### config.mk
export PLATFORM = sky130hd
export DESIGN_NAME = rvx_timer_multi_flat
export DESIGN_NICKNAME = d
export VERILOG_FILES = /design/src/rtl/rvx_timer_multi_if.sv /design/src/rtl/rvx_timer_multi.sv /design/src/flat_wrapper.sv
export SDC_FILE = /design/constraint.sdc
export NUM_CORES = 2
export LEC_CHECK = 0
export ABC_AREA = 1
export BUFFER_PORTS_ARGS = -buffer_cell sky130_fd_sc_hd__buf_2
export CAP_MARGIN = 20
export CELL_PAD_IN_SITES_DETAIL_PLACEMENT = 1
export CELL_PAD_IN_SITES_GLOBAL_PLACEMENT = 2
export CORE_MARGIN = 4
export CORE_UTILIZATION = 34
export CTS_CLUSTER_SIZE = 25
export DETAILED_ROUTE_END_ITERATION = 12
export PLACE_DENSITY = 0.88
export SLEW_MARGIN = 0
export SYNTH_ARGS = -nofsm -noshare
export SYNTH_HDL_FRONTEND = slang
export SYNTH_HIERARCHICAL = 1
export SYNTH_SLANG_ARGS = --single-unit
### constraint.sdc
create_clock -name clock -period 3.72 [get_ports clock]
set_clock_uncertainty 0.15 [all_clocks]
set_input_delay 0.744 -clock clock [delete_from_list [all_inputs] [get_ports clock]]
set_output_delay 0.744 -clock clock [all_outputs]
set_load 0.05 [all_outputs]
### src/rtl/rvx_timer_multi_if.sv
// RVX peripheral IO bus: byte-addressed word accesses with one-cycle acknowledges.
interface rvx_timer_multi_if;
  logic [7:0]  rw_address;
  logic [31:0] read_data;
  logic        read_request;
  logic        read_response;
  logic [31:0] write_data;
  logic [3:0]  write_strobe;
  logic        write_request;
  logic        write_response;

  modport master (
    output rw_address, read_request, write_data, write_strobe, write_request,
    input  read_data, read_response, write_response
  );

  modport slave (
    input  rw_address, read_request, write_data, write_strobe, write_request,
    output read_data, read_response, write_response
  );
endinterface

### src/rtl/rvx_timer_multi.sv
// Multi-channel RVX system timer: one prescaled up-counter shared by
// NUM_CHANNELS one-shot/periodic compare channels with a merged interrupt.
module rvx_timer_channel #(
  parameter int COUNTER_WIDTH = 64
) (
  input  logic                     clock,
  input  logic                     reset_n,
  input  logic [COUNTER_WIDTH-1:0] counter,
  input  logic                     wr_en,
  input  logic [1:0]               wr_reg,
  input  logic [31:0]              wr_data,
  output logic                     match,
  output logic [COUNTER_WIDTH-1:0] compare,
  output logic [31:0]              period,
  output logic                     ch_enable
);
  // Software touching this channel takes the cycle; the match retries next cycle.
  assign match = ch_enable && (counter >= compare) && !wr_en;

  always_ff @(posedge clock) begin
    if (!reset_n) begin
      compare   <= '1;
      period    <= '0;
      ch_enable <= 1'b0;
    end else if (wr_en) begin
      case (wr_reg)
        2'd0:    compare[31:0]               <= wr_data;
        2'd1:    compare[COUNTER_WIDTH-1:32] <= wr_data[COUNTER_WIDTH-33:0];
        2'd2:    period                      <= wr_data;
        default: ch_enable                   <= wr_data[0];
      endcase
    end else if (match) begin
      if (period != '0) compare   <= compare + COUNTER_WIDTH'(period);
      else              ch_enable <= 1'b0;
    end
  end
endmodule

module rvx_timer_multi #(
  parameter int NUM_CHANNELS    = 4,
  parameter int COUNTER_WIDTH   = 64,
  parameter int PRESCALER_WIDTH = 16
) (
  input  logic                    clock,
  input  logic                    reset_n,
  rvx_timer_multi_if.slave        bus,
  output logic                    timer_irq,
  output logic [NUM_CHANNELS-1:0] timer_irq_vector
);
  localparam int NC = NUM_CHANNELS;
  localparam int CW = COUNTER_WIDTH;
  localparam int PW = PRESCALER_WIDTH;

  localparam logic [2:0] A_CTRL     = 3'd0;
  localparam logic [2:0] A_PRESCALE = 3'd1;
  localparam logic [2:0] A_COUNTERL = 3'd2;
  localparam logic [2:0] A_COUNTERH = 3'd3;
  localparam logic [2:0] A_IRQ_EN   = 3'd4;
  localparam logic [2:0] A_IRQ_PEND = 3'd5;

  typedef struct packed {
    logic        valid;
    logic [31:0] data;
  } wr_req_t;

  wr_req_t               wr;
  logic                  glb_sel, ch_sel, wr_glb, cnt_wr;
  logic [2:0]            glb_reg;
  logic [3:0]            ch_slot, ch_idx;
  logic [1:0]            ch_reg;
  logic                  ctrl_en;
  logic [PW-1:0]         prescale, pre_cnt;
  logic [CW-1:0]         counter;
  logic [NC-1:0]         irq_en, pending, match_vec, ch_en, w1c;
  logic [NC-1:0][CW-1:0] ch_cmp;
  logic [NC-1:0][31:0]   ch_per;
  logic [31:0]           rd_mux;
  logic                  unused_addr_lsbs;

  assign unused_addr_lsbs = ^bus.rw_address[1:0];

  // Only full-word, half-word and low-byte strobes are accepted.
  assign wr.valid = bus.write_request &&
                    (bus.write_strobe == 4'b1111 || bus.write_strobe == 4'b0011 ||
                     bus.write_strobe == 4'b0001);
  assign wr.data  = bus.write_data;

  assign glb_sel = (bus.rw_address[7:5] == 3'b000);
  assign glb_reg = bus.rw_address[4:2];
  assign ch_slot = bus.rw_address[7:4];
  assign ch_idx  = ch_slot - 4'd2;
  assign ch_reg  = bus.rw_address[3:2];
  assign ch_sel  = (ch_slot >= 4'd2) && (int'(ch_idx) < NC);

  assign wr_glb = wr.valid && glb_sel;
  assign cnt_wr = wr_glb && (glb_reg == A_COUNTERL || glb_reg == A_COUNTERH);
  assign w1c    = (wr_glb && glb_reg == A_IRQ_PEND) ? wr.data[NC-1:0] : '0;

  always_ff @(posedge clock) begin
    if (!reset_n) begin
      ctrl_en  <= 1'b0;
      prescale <= '0;
      pre_cnt  <= '0;
      counter  <= '0;
      irq_en   <= '0;
    end else begin
      if (wr_glb && glb_reg == A_CTRL)     ctrl_en  <= wr.data[0];
      if (wr_glb && glb_reg == A_PRESCALE) prescale <= wr.data[PW-1:0];
      if (wr_glb && glb_reg == A_IRQ_EN)   irq_en   <= wr.data[NC-1:0];
      // A counter write restarts the prescale phase and replaces that cycle's tick.
      if (cnt_wr) begin
        pre_cnt <= '0;
        if (glb_reg == A_COUNTERL) counter[31:0]    <= wr.data;
        else                       counter[CW-1:32] <= wr.data[CW-33:0];
      end else if (!ctrl_en) begin
        pre_cnt <= '0;
      end else if (pre_cnt == prescale) begin
        pre_cnt <= '0;
        counter <= counter + CW'(1);
      end else begin
        pre_cnt <= pre_cnt + PW'(1);
      end
    end
  end

  for (genvar i = 0; i < NC; i++) begin : g_ch
    rvx_timer_channel #(.COUNTER_WIDTH(CW)) u_ch (
      .clock     (clock),
      .reset_n   (reset_n),
      .counter   (counter),
      .wr_en     (wr.valid && ch_sel && (ch_idx == 4'(i))),
      .wr_reg    (ch_reg),
      .wr_data   (wr.data),
      .match     (match_vec[i]),
      .compare   (ch_cmp[i]),
      .period    (ch_per[i]),
      .ch_enable (ch_en[i])
    );
  end

  // Set beats clear so a coincident match is never lost.
  always_ff @(posedge clock) begin
    if (!reset_n) begin
      pending          <= '0;
      timer_irq_vector <= '0;
      timer_irq        <= 1'b0;
    end else begin
      pending          <= (pending & ~w1c) | match_vec;
      timer_irq_vector <= pending & irq_en;
      timer_irq        <= |(pending & irq_en);
    end
  end

  always_comb begin
    rd_mux = '0;
    if (glb_sel) begin
      case (glb_reg)
        A_CTRL:     rd_mux = {31'd0, ctrl_en};
        A_PRESCALE: rd_mux = 32'(prescale);
        A_COUNTERL: rd_mux = counter[31:0];
        A_COUNTERH: rd_mux = 32'(counter >> 32);
        A_IRQ_EN:   rd_mux = 32'(irq_en);
        A_IRQ_PEND: rd_mux = 32'(pending);
        default:    rd_mux = '0;
      endcase
    end
    for (int i = 0; i < NC; i++) begin
      if (ch_sel && ch_idx == 4'(i)) begin
        case (ch_reg)
          2'd0:    rd_mux = ch_cmp[i][31:0];
          2'd1:    rd_mux = 32'(ch_cmp[i] >> 32);
          2'd2:    rd_mux = ch_per[i];
          default: rd_mux = {31'd0, ch_en[i]};
        endcase
      end
    end
  end

  always_ff @(posedge clock) begin
    if (!reset_n) begin
      bus.read_data      <= '0;
      bus.read_response  <= 1'b0;
      bus.write_response <= 1'b0;
    end else begin
      bus.read_response  <= bus.read_request;
      bus.write_response <= bus.write_request;
      if (bus.read_request) bus.read_data <= rd_mux;
    end
  end
endmodule

### src/flat_wrapper.sv
// flat-port wrapper written by rule: the top's interface ports become plain ports
module rvx_timer_multi_flat 
#(
  parameter int NUM_CHANNELS    = 4,
  parameter int COUNTER_WIDTH   = 64,
  parameter int PRESCALER_WIDTH = 16
)
  (clock, reset_n, timer_irq, timer_irq_vector, bus_rw_address, bus_read_request, bus_write_data, bus_write_strobe, bus_write_request, bus_read_data, bus_read_response, bus_write_response);
  rvx_timer_multi_if bus_i ();
  input  logic clock;
  input  logic reset_n;
  output logic timer_irq;
  output logic [NUM_CHANNELS-1:0] timer_irq_vector;
  input wire logic [$bits(bus_i.rw_address)-1:0] bus_rw_address;
  input wire logic [$bits(bus_i.read_request)-1:0] bus_read_request;
  input wire logic [$bits(bus_i.write_data)-1:0] bus_write_data;
  input wire logic [$bits(bus_i.write_strobe)-1:0] bus_write_strobe;
  input wire logic [$bits(bus_i.write_request)-1:0] bus_write_request;
  output wire logic [$bits(bus_i.read_data)-1:0] bus_read_data;
  output wire logic [$bits(bus_i.read_response)-1:0] bus_read_response;
  output wire logic [$bits(bus_i.write_response)-1:0] bus_write_response;
  assign bus_i.rw_address = bus_rw_address;
  assign bus_i.read_request = bus_read_request;
  assign bus_i.write_data = bus_write_data;
  assign bus_i.write_strobe = bus_write_strobe;
  assign bus_i.write_request = bus_write_request;
  assign bus_read_data = bus_i.read_data;
  assign bus_read_response = bus_i.read_response;
  assign bus_write_response = bus_i.write_response;
  rvx_timer_multi #(.NUM_CHANNELS(NUM_CHANNELS), .COUNTER_WIDTH(COUNTER_WIDTH), .PRESCALER_WIDTH(PRESCALER_WIDTH)) u_core (.clock(clock), .reset_n(reset_n), .bus(bus_i), .timer_irq(timer_irq), .timer_irq_vector(timer_irq_vector));
endmodule
---- Yosys cells after proc, flatten, opt, wreduce, memory -nomap -nowiden ----
Index checks and enable logic that the tools add are counted.
word-level totals
  flip-flop bits (word level) ............. 532
  latch bits .............................. 0
  memory bits (writable) .................. 0
  ROM bits ................................ 0
  bits of input ports ..................... 48
  output and inout port bits .............. 39
  memories kept ........................... 0
operators by class
  add/subtract/negate cells ............... 7
  multipliers ............................. 0
  divide/modulo/power cells ............... 0
  magnitude comparators ................... 6
  equal/unequal tests ..................... 32
  shift operators ......................... 0
  mux-type cells .......................... 43
  bitwise operators ....................... 6
  reduce and logical (&&, ||, !) cells .... 71
operator list
  kind                                                  number
  2-to-1 mux 64 bit                                     15
  case mux 32 bit (3 select lines)                      4
  2-to-1 mux 32 bit                                     9
  adder 64 x 32 -> 64 bit                               4
  >= comparator 64 bit                                  4
  case mux 32 bit (6 select lines)                      1
  nonzero test 32 bit                                   4
  adder 64 x 1 -> 64 bit (second input constant)        1
  AND reduction 3 bit                                   14
  logical AND 1 bit                                     25
  != test 2 bit (second input constant)                 10
  nonzero test 2 bit                                    10
  adder 16 x 1 -> 16 bit (second input constant)        1
  equality test 16 bit                                  1
  != test 2 x 1 -> 1 bit (second input constant)        8
  2-to-1 mux 1 bit                                      13
  equality test 4 x 2 -> 1 bit (second input constant)  3
  AND 4 bit                                             2
  equality test 4 x 1 -> 1 bit (second input constant)  2
  AND reduction 2 bit                                   4
  OR reduction 4 bit                                    2
  equality test 3 x 2 -> 1 bit (second input constant)  2
  equality test 3 bit (second input constant)           2
  logical NOT 3 bit                                     2
  16 further kinds                                      22

---- Longest topological paths before layout ----
  word-level depth ........................ 10
  gate-level depth with buffers ........... 21
  depth with buffers taken out ............ 20

---- Cells and area by module ----
Netlist, hierarchy kept.
modules (own cells, without submodules)
  module                                        instances  cells each  area an instance (um^2)  seq. area each (um^2)
  rvx_timer_channel at u_core.g_ch[0].u_ch ...  3          1,788       10,023.4                 1,941.9
  rvx_timer_multi                               1          2,285       12,414.4                 2,882.8
  rvx_timer_channel at u_core.g_ch[1].u_ch      1          1,783       9,960.8                  1,941.9

---- Least setup slack after synthesis ----
No wires, ideal clock.
  kind .................................... input port to flip-flop
  from .................................... input port bus_rw_address[5]
  to ...................................... register u_core.g_ch[3].u_ch.compare[0]
  setup time .............................. 0.064 ns
  arrival ................................. 3.242 ns
  data required time ...................... 3.506 ns
  setup slack ............................. 0.265 ns
  cell stages on the path ................. 16
  cell sequence ........................... inv_1 ha_1 ha_1 nand2_1 inv_1 o21ai_1 nor3_1 inv_1 clkbuf_1 nor2_1 inv_2 nand2_1 buf_2 clkbuf_1 nand3_1 nand3_1
on the way
  cells in the longest elaborated chain, start to end .. 9
RTL lines
  element                               line                    text
  from (decl)                           flat_wrapper.sv:14      input wire logic [$bits(bus_i.rw_address)-1:0] bus_rw_address;
  subtractor 4 x 2 -> 4 bit             rvx_timer_multi.sv:91   assign ch_idx = ch_slot - 4'd2;
  less-than comparator 4 x 3 -> 1 bit   rvx_timer_multi.sv:93   assign ch_sel = (ch_slot >= 4'd2) && (int'(ch_idx) < NC);
  logical AND 1 bit                     rvx_timer_multi.sv:93
  logical AND 1 bit                     rvx_timer_multi.sv:131  .wr_en (wr.valid && ch_sel && (ch_idx == 4'(i))),
  logical AND 1 bit (*)                 rvx_timer_multi.sv:131
  logical NOT 1 bit                     rvx_timer_multi.sv:18   assign match = ch_enable && (counter >= compare) && !wr_en;
  logical AND 1 bit                     rvx_timer_multi.sv:18
  nonzero test 2 bit (no source line)   --
  AND reduction 3 bit (no source line)  --
  to (signal assigned)                  rvx_timer_multi.sv:27   2'd0: compare[31:0] <= wr_data;
  to (signal, indexed assignment)       rvx_timer_multi.sv:28   2'd1: compare[COUNTER_WIDTH-1:32] <= wr_data[COUNTER_WIDTH-33:0];
  to (signal assigned)                  rvx_timer_multi.sv:33   if (period != '0) compare <= compare + COUNTER_WIDTH'(period);
  to (decl)                             rvx_timer_multi.sv:13   output logic [COUNTER_WIDTH-1:0] compare,
Every way passes the cells marked *; elsewhere a longest branch is shown, timed or not.
A chain may end at the register's enable or synchronous reset.

---- Worst setup path in the final report ----
  from .................................... register u_core.counter[14]
  to ...................................... register u_core.g_ch[2].u_ch.compare[37]
on the way
  cells in the longest elaborated chain, start to end .. 5
RTL lines
  element                               line                    text
  from (decl)                           rvx_timer_multi.sv:73   logic [CW-1:0] counter;
  from (signal assigned)                rvx_timer_multi.sv:113  if (glb_reg == A_COUNTERL) counter[31:0] <= wr.data;
  from (signal, indexed assignment)     rvx_timer_multi.sv:114  else counter[CW-1:32] <= wr.data[CW-33:0];
  from (signal assigned)                rvx_timer_multi.sv:119  counter <= counter + CW'(1);
  >= comparator 64 bit                  rvx_timer_multi.sv:18
  logical AND 1 bit (2 in a row)        rvx_timer_multi.sv:18
  nonzero test 2 bit (no source line)   --
  AND reduction 3 bit (no source line)  --
  to (signal, indexed assignment)       rvx_timer_multi.sv:28
  to (signal assigned)                  rvx_timer_multi.sv:33
  to (decl)                             rvx_timer_multi.sv:13
Every way passes these cells.

==> reports/qor.csv <==
metric;value;unit
status;completed;
arrival;4020;ps
post_cts_buffers;0;
fin_crit;3550;ps
slowest_delay;720;ps
path_clk_slew;60;ps
grt_use_met2;59.5;%
viasPerCell;5.60;
insertion_delay;710;ps
worstPathRequired;4190;ps
portBuffers;84;
hp-class;primary input to flop;
p_total;0.0157;W
dp_hpwl;258000;um
path_cells;buf_4, ha_1, nand2_1, nor2_1, nand2_1, nor2_1, nor2_1, nand2_1, nand2_1, nand2_1, nand2_1, nand2_2, nand3_4, nand2_4, buf_4, nand3_1, nand3_1;
avgSynthCellArea;5.56;sq um
drt.antenna.violating_nets;0;
busiest_layer;met2;
num_rows;143;
crit_slowest_cell;dfxtp_1;
cp-startpoint;u_core/counter[14];
final_cell_mix;nand2_1 (3412), inv_1 (1256), nand3_1 (1055);
cts.htree.levels;3;
synth_ff_type;dfxtp_1;
netlist_instances;9432;
drtIter0Drc;6358;
fin_crit_sh;95.5;%
cts_root_buffer;clkbuf_16;
cp.buffers_inverters;2;
wirelength;325000;um
yosysSeqAreaShare;20.3;%
synth_seq_cells;532;
syn-cell-area;52400;sq um
final-hold-violation-count;0;
ys_warn_count;6;
rr_startpoint;u_core/counter[14];
grt_pass1_wl;456000;um
final_max_slew_viol_count;0;
postPlaceCellArea;57400;sq um
ir_worst_vdd;0.310;mV
ioPinCount;87;
synth_cell_types;57;
final_nets;10104;
path_delay_family;simple AND/OR/NAND/NOR gates;
synth_fp_nets;9873;
vias;65899;
reg2reg_slack;170;ps
timing.setup.tns;0;ps
drc;0;
rsz0062_at_grt;false;
ctsHoldBuffers;0;
setup_slack;169;ps
drv_cap;0;
grt_pass1_vias;63416;
power_density;262;nW/um^2
start_util;34.4;%
drt_pass1_iterations;5;
setup_viol;0;
worst_slew_pin_slew;1110;ps
antenna_found_initial;34;
p_leak;35.0;nW
fin_util;39.3;%
wire_per_inst;27.6;um
synthToLayoutAreaGrowth;14.3;%
use_met1;50.5;%
final_common_cell;nand2_1;
worst_setup_path_end_kind;flop;
max_freq;282;MHz
slew_headroom;25.4;%
grt_use_total;38.6;%
crit_path_max_fanout;32;
grt_use_met3;7.13;%
grt_overflow;0;
stdcell_area;59900;sq um
dieArea;161000;sq um
die_x;401;um
min_from;bus_write_request;
place_ws;-166;ps
core_area;153000;sq um
synth_edf_count;0;
tritoncts;built;
cts_buffers;74;
cts.sink_count;532;
cpMostUsedCell;nand2_1;
timing.setup.critical_path_class;flop to flop;
post_cts_resized;0;
finalWeightedCongestion;1.11;
startpoint_type;flop;
synthArstFlopShare;0;%
grt_max_degree;110;
die_h;401;um
drive_gt1_share;8.48;%
clockBufferDepth;3;
## power by group
part           internal (W)  switching [W]
clock network       0.00446        0.00322
logic              0.000545        0.00171
registers           0.00573      0.0000496
total                0.0107        0.00498
## stage by stage
step	hold WS (ps)	std cells
floorplan	290	9432
global placement	307	11617
detailed placement	325	11617
CTS	64.9	11751
global route	107	11758
finish	98.6	11763
## sequential cells by signal, indices dropped and copies added (netlist names), 16 cells and up
signal	count
u_core/bus.read_data	32
u_core/g_ch.u_ch/compare	256
u_core/pre_cnt	16
u_core/prescale	16
u_core/g_ch.u_ch/period	128
u_core/counter	64
## layer usage
layer | vias to the layer above | routed length [um] | share of wire (%)
met5 | - | 31 | 0.0095
met4 | 4 | 22600 | 6.9
met3 | 699 | 26000 | 8.0
met2 | 2820 | 139000 | 43
met1 | 31994 | 138000 | 42
li1 | 30382 | - | -
## worst paths after layout
| check | end | cells after the start |
|---|---|---|
| max | u_core/g_ch[2].u_ch/compare[37] | 17 |
| min | u_core/bus.write_response | 3 |
| max reg2reg | u_core/g_ch[2].u_ch/compare[37] | 17 |
| min reg2reg | u_core/pre_cnt[0] | 1 |
## tightest hold or removal path, delay by kind of cell
family / cells / cell delay [ps]
buffers and inverters: 2 / 120
and+or+nand+nor: 1 / 40
## Yosys cell counts, drive strengths merged (43+ instances only)
library cell | count | area share (%)
buf | 162 | 2.0
nand2 | 3460 | 25
ha | 389 | 9.3
clkbuf | 135 | 0.97
nand4 | 113 | 1.3
nor3 | 107 | 1.3
o21ai | 459 | 4.4
dfxtp | 532 | 20
inv | 1305 | 9.3
nand3 | 1071 | 10
nor4 | 43 | 0.52
nor2 | 1053 | 7.9
a21oi | 359 | 3.4
## cell type report
class                           instances  area [sq um]
Clock buffer                          100          2130
Tap cell                             2030          2540
Antenna cell                           12          30.0
Timing Repair Buffer                  452          3870
Multi-Input combinational cell       7294         35400
Sequential cell                       532         10700
Fill cell                           21114         92700
Clock inverter                         34           383
Inverter                             1309          4920
## logic make-up (layout without fill, tap and decap cells)
| logic type | after synthesis | in the layout | synth area share [%] |
|---|---|---|---|
| AO/OA/AOI/OAI | 935 | 935 | 9.55 |
| XOR/XNOR | 30 | 30 | 0.501 |
| flip-flops | 532 | 532 | 20.3 |
| buffers and inverters | 1606 | 1895 | 12.3 |
| other | 0 | 12 | 0 |
| AND/OR/NAND/NOR | 5936 | 5936 | 47.9 |
| adder cells (fa/ha/maj) | 393 | 393 | 9.43 |
No activity file was read; power rests on OpenSTA's default activity.
